**src/rtl/sequence_stream_controller_if.sv**
```systemverilog
// Handshake/data bundle between host, sequence_stream_controller and the sequence detector.
// master = host + detector side, slave = controller.
interface sequence_stream_controller_if #(
  parameter int unsigned WIDTH = 16,
  parameter int unsigned CNT_W = 5,
  parameter int unsigned LEN_W = 5
);
  logic             Start;
  logic             Abort;
  logic             StepEn;
  logic [WIDTH-1:0] Pattern;
  logic [LEN_W-1:0] Len;
  logic             DetZ;
  logic             DetW;
  logic             DetEn;
  logic             DetResetn;
  logic             Busy;
  logic             Done;
  logic [1:0]       State;
  logic [CNT_W-1:0] MatchCount;
  logic [LEN_W-1:0] FirstMatchIdx;

  modport master (
    output Start, Abort, StepEn, Pattern, Len, DetZ,
    input  DetW, DetEn, DetResetn, Busy, Done, State, MatchCount, FirstMatchIdx
  );

  modport slave (
    input  Start, Abort, StepEn, Pattern, Len, DetZ,
    output DetW, DetEn, DetResetn, Busy, Done, State, MatchCount, FirstMatchIdx
  );
endinterface

```
**src/rtl/sequence_stream_controller.sv**
```systemverilog
// Streams a latched pattern MSB-first into a single-bit sequence detector and counts z matches.
// Optional first-match index logging is enabled by defining MATCH_LOG_EN.
module sequence_stream_controller #(
  parameter int unsigned WIDTH = 16,
  parameter int unsigned CNT_W = 5,
  parameter int unsigned LEN_W = 5
) (
  input logic                         Clock,
  input logic                         Reset,
  sequence_stream_controller_if.slave bus
);

  localparam logic [1:0] StIdle  = 2'b00;
  localparam logic [1:0] StClear = 2'b01;
  localparam logic [1:0] StRun   = 2'b10;
  localparam logic [1:0] StDone  = 2'b11;

  localparam logic [LEN_W-1:0] WidthLen = LEN_W'(WIDTH);
  localparam logic [CNT_W-1:0] CntMax   = '1;

  logic [1:0]       state_q, state_d;
  logic [WIDTH-1:0] shift_q, shift_d;
  logic [LEN_W-1:0] remaining_q, remaining_d;
  logic             pending_q, pending_d;
  logic [CNT_W-1:0] match_cnt_q, match_cnt_d;

  logic [LEN_W-1:0] len_eff;
  logic             det_en;
  logic             count_hit;

  assign len_eff   = (bus.Len > WidthLen) ? WidthLen : bus.Len;
  assign det_en    = (state_q == StRun) & bus.StepEn & (remaining_q != '0) & ~bus.Abort;
  // pending_q marks that DetZ now reflects the bit consumed on the previous edge.
  assign count_hit = (state_q == StRun) & pending_q & bus.DetZ & ~bus.Abort;

  always_comb begin
    state_d     = state_q;
    shift_d     = shift_q;
    remaining_d = remaining_q;
    pending_d   = pending_q;
    match_cnt_d = match_cnt_q;
    if (bus.Abort) begin
      state_d   = StIdle;
      pending_d = 1'b0;
    end else begin
      case (state_q)
        StIdle: begin
          if (bus.Start) begin
            shift_d     = bus.Pattern;
            remaining_d = len_eff;
            pending_d   = 1'b0;
            match_cnt_d = '0;
            state_d     = StClear;
          end
        end
        StClear: state_d = StRun;
        StRun: begin
          if (det_en) begin
            shift_d     = {shift_q[WIDTH-2:0], 1'b0};
            remaining_d = remaining_q - 1'b1;
            pending_d   = 1'b1;
          end else begin
            pending_d   = 1'b0;
          end
          if (count_hit && (match_cnt_q != CntMax)) begin
            match_cnt_d = match_cnt_q + 1'b1;
          end
          if ((remaining_q == '0) && !pending_q) begin
            state_d = StDone;
          end
        end
        StDone:  state_d = StIdle;
        default: state_d = StIdle;
      endcase
    end
  end

  always_ff @(posedge Clock) begin
    if (Reset) begin
      state_q     <= StIdle;
      shift_q     <= '0;
      remaining_q <= '0;
      pending_q   <= 1'b0;
      match_cnt_q <= '0;
    end else begin
      state_q     <= state_d;
      shift_q     <= shift_d;
      remaining_q <= remaining_d;
      pending_q   <= pending_d;
      match_cnt_q <= match_cnt_d;
    end
  end

`ifdef MATCH_LOG_EN
  logic [LEN_W-1:0] consumed_q, consumed_d;
  logic [LEN_W-1:0] first_idx_q, first_idx_d;

  // consumed_q already includes the bit whose z is being sampled, so it is that bit's 1-based index.
  always_comb begin
    consumed_d  = consumed_q;
    first_idx_d = first_idx_q;
    if (!bus.Abort) begin
      if ((state_q == StIdle) && bus.Start) begin
        consumed_d  = '0;
        first_idx_d = '0;
      end else if (state_q == StRun) begin
        if (det_en) begin
          consumed_d = consumed_q + 1'b1;
        end
        if (count_hit && (first_idx_q == '0)) begin
          first_idx_d = consumed_q;
        end
      end
    end
  end

  always_ff @(posedge Clock) begin
    if (Reset) begin
      consumed_q  <= '0;
      first_idx_q <= '0;
    end else begin
      consumed_q  <= consumed_d;
      first_idx_q <= first_idx_d;
    end
  end

  assign bus.FirstMatchIdx = first_idx_q;
`else
  assign bus.FirstMatchIdx = '0;
`endif

  assign bus.DetW       = shift_q[WIDTH-1];
  assign bus.DetEn      = det_en;
  assign bus.DetResetn  = (state_q != StClear);
  assign bus.Busy       = (state_q == StClear) | (state_q == StRun);
  assign bus.Done       = (state_q == StDone);
  assign bus.State      = state_q;
  assign bus.MatchCount = match_cnt_q;

endmodule

```
**src/flat_wrapper.sv**
```systemverilog
// flat-port wrapper written by rule: the top's interface ports become plain ports
module sequence_stream_controller_flat 
#(
  parameter int unsigned WIDTH = 16,
  parameter int unsigned CNT_W = 5,
  parameter int unsigned LEN_W = 5
)
  (Clock, Reset, bus_Start, bus_Abort, bus_StepEn, bus_Pattern, bus_Len, bus_DetZ, bus_DetW, bus_DetEn, bus_DetResetn, bus_Busy, bus_Done, bus_State, bus_MatchCount, bus_FirstMatchIdx);
  sequence_stream_controller_if #(.WIDTH(WIDTH), .CNT_W(CNT_W), .LEN_W(LEN_W)) bus_i ();
  input logic Clock;
  input logic Reset;
  input wire logic [$bits(bus_i.Start)-1:0] bus_Start;
  input wire logic [$bits(bus_i.Abort)-1:0] bus_Abort;
  input wire logic [$bits(bus_i.StepEn)-1:0] bus_StepEn;
  input wire logic [$bits(bus_i.Pattern)-1:0] bus_Pattern;
  input wire logic [$bits(bus_i.Len)-1:0] bus_Len;
  input wire logic [$bits(bus_i.DetZ)-1:0] bus_DetZ;
  output wire logic [$bits(bus_i.DetW)-1:0] bus_DetW;
  output wire logic [$bits(bus_i.DetEn)-1:0] bus_DetEn;
  output wire logic [$bits(bus_i.DetResetn)-1:0] bus_DetResetn;
  output wire logic [$bits(bus_i.Busy)-1:0] bus_Busy;
  output wire logic [$bits(bus_i.Done)-1:0] bus_Done;
  output wire logic [$bits(bus_i.State)-1:0] bus_State;
  output wire logic [$bits(bus_i.MatchCount)-1:0] bus_MatchCount;
  output wire logic [$bits(bus_i.FirstMatchIdx)-1:0] bus_FirstMatchIdx;
  assign bus_i.Start = bus_Start;
  assign bus_i.Abort = bus_Abort;
  assign bus_i.StepEn = bus_StepEn;
  assign bus_i.Pattern = bus_Pattern;
  assign bus_i.Len = bus_Len;
  assign bus_i.DetZ = bus_DetZ;
  assign bus_DetW = bus_i.DetW;
  assign bus_DetEn = bus_i.DetEn;
  assign bus_DetResetn = bus_i.DetResetn;
  assign bus_Busy = bus_i.Busy;
  assign bus_Done = bus_i.Done;
  assign bus_State = bus_i.State;
  assign bus_MatchCount = bus_i.MatchCount;
  assign bus_FirstMatchIdx = bus_i.FirstMatchIdx;
  sequence_stream_controller #(.WIDTH(WIDTH), .CNT_W(CNT_W), .LEN_W(LEN_W)) u_core (.Clock(Clock), .Reset(Reset), .bus(bus_i));
endmodule
```
**config.mk**
```make
export PLATFORM = sky130hd
export DESIGN_NAME = sequence_stream_controller_flat
export DESIGN_NICKNAME = d
export VERILOG_FILES = /design/src/rtl/sequence_stream_controller_if.sv /design/src/rtl/sequence_stream_controller.sv /design/src/flat_wrapper.sv
export SDC_FILE = /design/constraint.sdc
export NUM_CORES = 1
export LEC_CHECK = 0
export ABC_CLOCK_PERIOD_IN_PS = 2600
export BUFFER_PORTS_ARGS = -buffer_cell sky130_fd_sc_hd__buf_2
export CAP_MARGIN = 0
export CORE_MARGIN = 3
export CORE_UTILIZATION = 53
export CTS_BUF_LIST = sky130_fd_sc_hd__clkbuf_2
export CTS_CLUSTER_DIAMETER = 50
export DETAILED_ROUTE_END_ITERATION = 8
export HOLD_SLACK_MARGIN = 0.06
export PLACE_DENSITY = 0.81
export RECOVER_POWER = 100
export SLEW_MARGIN = 20
export SYNTH_ARGS = -nofsm -noshare
export SYNTH_HDL_FRONTEND = slang
export SYNTH_SLANG_ARGS = --single-unit
export TNS_END_PERCENT = 1
```
**constraint.sdc**
```tcl
create_clock -name Clock -period 2.6 [get_ports Clock]
set_clock_uncertainty 0.05 [all_clocks]
set_input_delay 0.52 -clock Clock [delete_from_list [all_inputs] [get_ports Clock]]
set_output_delay 0.52 -clock Clock [all_outputs]
set_load 0.01 [all_outputs]
```
### Word-level counts from Yosys, hierarchy flattened

Index checks and enable logic that the tools add are counted.
Widths: inputs -> output; s select.

* register bits: 29
* input bits: 27

* equality and inequality tests: 9
* bitwise logic cells: 8
* reduce and logical (&&, ||, !) cells: 12
* mux-type cells: 16
* $lt $le $gt $ge: 1
* add/subtract/negate cells: 2

Operators with widths (number)
* $mux 16: 2
* $pmux 16 s2: 1
* $mux 5: 5
* $pmux 5 s2: 2
* $ne 2x2->1 const B: 4
* $pmux 2 s4: 1
* $reduce_and 4->1: 2
* $and 1x1->1: 6
* $add 5x1->5 const B: 1
* $gt 5x5->1 const B: 1
* $logic_not 5->1: 1
* $ne 5x5->1 const B: 1
* $reduce_bool 5->1: 1
* $sub 5x1->5 const B: 1
* $eq 2x2->1 const B: 2
* $mux 2: 2
* $reduce_and 2->1: 2
* $eq 2x1->1 const B: 1
* $logic_and 1x1->1: 2
* $logic_not 2->1: 1
* $mux 1: 2
* $ne 2x1->1 const B: 1
* $pmux 1 s2: 1
* $reduce_bool 2->1: 1
* 4 further kinds: 4

### Depth between registers and ports, before layout

* depth after elaboration: 7
* gate-level depth with buffers: 8
* mapped depth without buffers: 7

### Worst setup path before layout

No wires, ideal clock.

* path type: reg2reg
* start point: register u_core.state_q[0] (netlist: u_core.bus.State[0])
* end point: register u_core.remaining_q[0]
* data arrival time: 2.013 ns
* cell stages (with the launch flop): 8
* path slack: 0.462 ns
* library setup time: 0.074 ns
* required time: 2.476 ns
* cell sequence: dfxtp_1 -> inv_1 -> ha_1 -> buf_6 -> mux2i_2 -> a2111o_1 -> or4b_1 -> a31oi_1

* cells in the longest elaborated chain, start to end: 6
* elaborated cells on any way between the ends: 10
* classes of those cells: eq/ne (3); mux (1); bitwise (3); reduce/logical (3)

Ends and longest elaborated chain
* start: declaration: line sequence_stream_controller.sv:21 `logic [1:0] state_q, state_d;`
* start signal: assignment: line sequence_stream_controller.sv:80 `state_q <= StIdle;`
* start signal: assignment: line sequence_stream_controller.sv:86 `state_q <= state_d;`
* $eq 2x2->1: line sequence_stream_controller.sv:32, sequence_stream_controller.sv:46
* $and 1x1->1 (3 in a row): line sequence_stream_controller.sv:32 `assign det_en = (state_q == StRun) & bus.StepEn & (remaining_q != '0) & ~bus.Abort;`
* $ne 2x2->1 (no source line)
* $reduce_and 4->1 (no source line)
* end signal: assignment: line sequence_stream_controller.sv:88 `remaining_q <= remaining_d;`
* end: declaration: line sequence_stream_controller.sv:23 `logic [LEN_W-1:0] remaining_q, remaining_d;`

Parallel ways exist; a longest one is shown, timed or not.
A chain may end at the register's enable or synchronous reset.

### Worst setup path after layout

* start point: register u_core.remaining_q[0]
* end point: output port bus_DetEn

* cells in the longest elaborated chain, start to end: 3

Ends and longest elaborated chain
* $reduce_bool 5->1: line sequence_stream_controller.sv:32
* $and 1x1->1 (2 in a row): line sequence_stream_controller.sv:32
* end: declaration: line flat_wrapper.sv:19 `output wire logic [$bits(bus_i.DetEn)-1:0] bus_DetEn;`

No other way between the ends.

==> run metrics <==
CTS tree=built; CP startpoint kind=register; P_sw=0.262 mW; Synth Area in Compound Gates=0.171; Switching Share=0.300; cts hold-fix bufs=0; required time of the critical path=2030 ps; CP max stage delay=610 ps; Post-synth top cells=dfxtp_1, nor2_1, a211oi_1; CTS buffer count=5; delay-heaviest family, CP=simple AND/OR/NAND/NOR gates; global placer's final weighted congestion=0.822; Post-Synth Simple-Gate Area=0.180; die area=3630 um^2; Initial Utilization=0.561; main combinational cell family by area after synthesis=simple AND/OR/NAND/NOR gates; met2 Resource Use GR=0.335; clock sink count=29; setup slack after layout=142 ps; fin crit share=0.945; Iteration-0 DRC Markers=43; Tmin final=2460 ps; IO Count=44; post-DP HPWL=2440 um; relative slew slack=0.552; CP Capture Type=output pin; VDD IR max=0.000407 V; P&R area growth vs syn=14.3%; max-cap viol count=0; hold crit path type=primary input to register; routing usage on met3=0.0540; mean post-synth cell area=9.08 um^2; sequential fraction of the synthesis area=0.372; worst skew pair latency=360 ps; highest clock rate=407 MHz; RSZ-0062 raised after global routing=no; DRT Wirelength=3290 um; Power Density=490 nW/um^2; Pins Over Slew Limit=0; DRT Pass-1 Iters=4; Seq pwr share=0.563; Leak=0.698 nW; WL/cell=13.6 um; top cell type by total area after synthesis=dfxtp_1; Synth area leaders=dfxtp_1, mux2i_1, a211oi_1; Total GRT Usage=0.194; Crit Path Class=register to output pin; CP Max Fanout=5; core area=2780 um^2; Detail Route Antenna Nets=0; Crit path buffers/inverters=2; met1 GRT Util=0.216; setup TNS=0 ps; CTS Root Cell=clkbuf_2; total number of vias=1349; Mapped Cells=172; internal power=0.612 mW; CP Cell Sequence=inv_1 > ha_4 > or4b_2 > nand3_1 > nor2_1 > clkbuf_2; Critical Path AT=1890 ps; FF+latch area=581 um^2; Die Y=60.3 um; EDFF count, synth=0; drt drc=0; Most Crowded Layer GR=met2; Via density=5.60; xor/xnor share of the synthesized area=0.0224; first-pass GRT wire length=5290 um; largest net degree at the start of global routing=30; Fin. Hold Viols=0; Post-CTS Setup Repair Bufs=0; number of I/O port buffers=38; post-synthesis adder-cell area fraction=0.0641; combinational share of power=0.194; top-count cell post-synth=dfxtp_1; Post-Place Worst Slack=362 ps; maximum clock path buffer count=2; Critical-path top delay cell=or4b_2; Synth async-reset ratio=0; FILL cells=246; vias in the first global route=1267; die width=60.3 um; post-synth top area share=0.372; status=complete, no violations; Cell variety after synth=38; layout cell share with drive strength beyond 1=0.200; Ant. Diodes=0; area of the multi-input gates=900 um^2; Syn Std Cell Area=1560 um^2; Main synth FF type=dfxtp_1; Worst-Margin Slew=672 ps; num rows=19; CTS H-tree depth=2; Synth Register Bits=29; Clock Power Share=0.243; Post-CTS Resized=0; initial antenna violation count=0; post-synthesis mux area share=0.119; Finish-stage setup viols=0; Final #Nets=245; Ys Warns=0; CTS clk-pin slew, worst paths=150 ps; aggregate global routing overflow=0
==> metrics by stage <==
step | hold slack (ps) | instances | utilization | power [mW] | instance area, um^2
floorplan | 382 | 176 | - | 0.619 | 1580
global placement | 398 | 234 | 0.632 | 0.660 | 1760
detailed placement | 405 | 234 | 0.632 | 0.670 | 1760
CTS | 339 | 241 | 0.644 | 0.877 | 1790
global route | 350 | 241 | 0.641 | 0.920 | 1780
finish | 335 | 241 | 0.641 | 0.874 | 1780
==> layer usage <==
layer	routed length, um	part of all wire
met2	1620	0.49
met3	218	0.066
met4	38	0.012
met1	1410	0.43
met5	0	0
==> power groups by stage <==
stage          combinational [mW]  sequential (mW)  clock, mW
4_1_cts                     0.169            0.492      0.216
3_5_place_dp                0.168            0.502          0
5_1_grt                     0.189            0.497      0.234
2_1_floorplan               0.121            0.498          0
6_report                    0.170            0.492      0.212
3_3_place_gp                0.161            0.500          0
==> layout by cell type (no fill, tap or decap), types with 5 or more instances in the layout <==
cell type	count
clkbuf_1	12
clkbuf_2	8
nor2_1	24
buf_2	26
conb_1	5
a211oi_1	17
nand2_1	8
nand3_1	6
dfxtp_1	29
a21oi_1	9
inv_1	7
ha_1	7
mux2i_1	16
==> sequential cells by signal, summed over array words and instances, names as in the netlist <==
register               flops
u_core.shift_q            16
u_core.pending_q           1
u_core.bus.MatchCount      5
u_core.remaining_q         5
u_core.bus.State           2
==> worst paths after layout <==
check	from	to	slack, ps	depth (start not counted)
worst max-delay path	u_core.remaining_q[0]	bus_DetEn	140	6
worst min-delay path	bus_Pattern[0]	u_core.shift_q[0]	340	3
worst max register to register	u_core.bus.State[0]	u_core.remaining_q[0]	260	6
worst min register to register	u_core.shift_q[0]	u_core.shift_q[0]	420	2
==> cell families (layout without fill, tap and decap cells) <==
kind of cell | Yosys count | after routing
fa+ha+maj | 8 | 8
mux | 18 | 18
flops | 29 | 29
xor+xnor | 4 | 4
compound gates | 36 | 36
buf+inv | 21 | 55
simple gates | 55 | 55
other cells | 1 | 5
==> area by class of cell <==
class / count / share of cell area
tap: 31 / 0.0217
clock inverter: 1 / 0.00210
sequential: 29 / 0.325
multi-input combinational: 126 / 0.504
inverter: 7 / 0.0147
timing repair buffer: 41 / 0.115
clock buffer: 6 / 0.0168
==> worst reg2reg max path, cell delays in order, from the launching register on <==
cell and delay (ps):
dfxtp_1 430, inv_1 110, ha_1 240, clkbuf_1 190, clkbuf_2 460, or4b_1 630
a31oi_1 170
(Power assumes the default switching activity.)
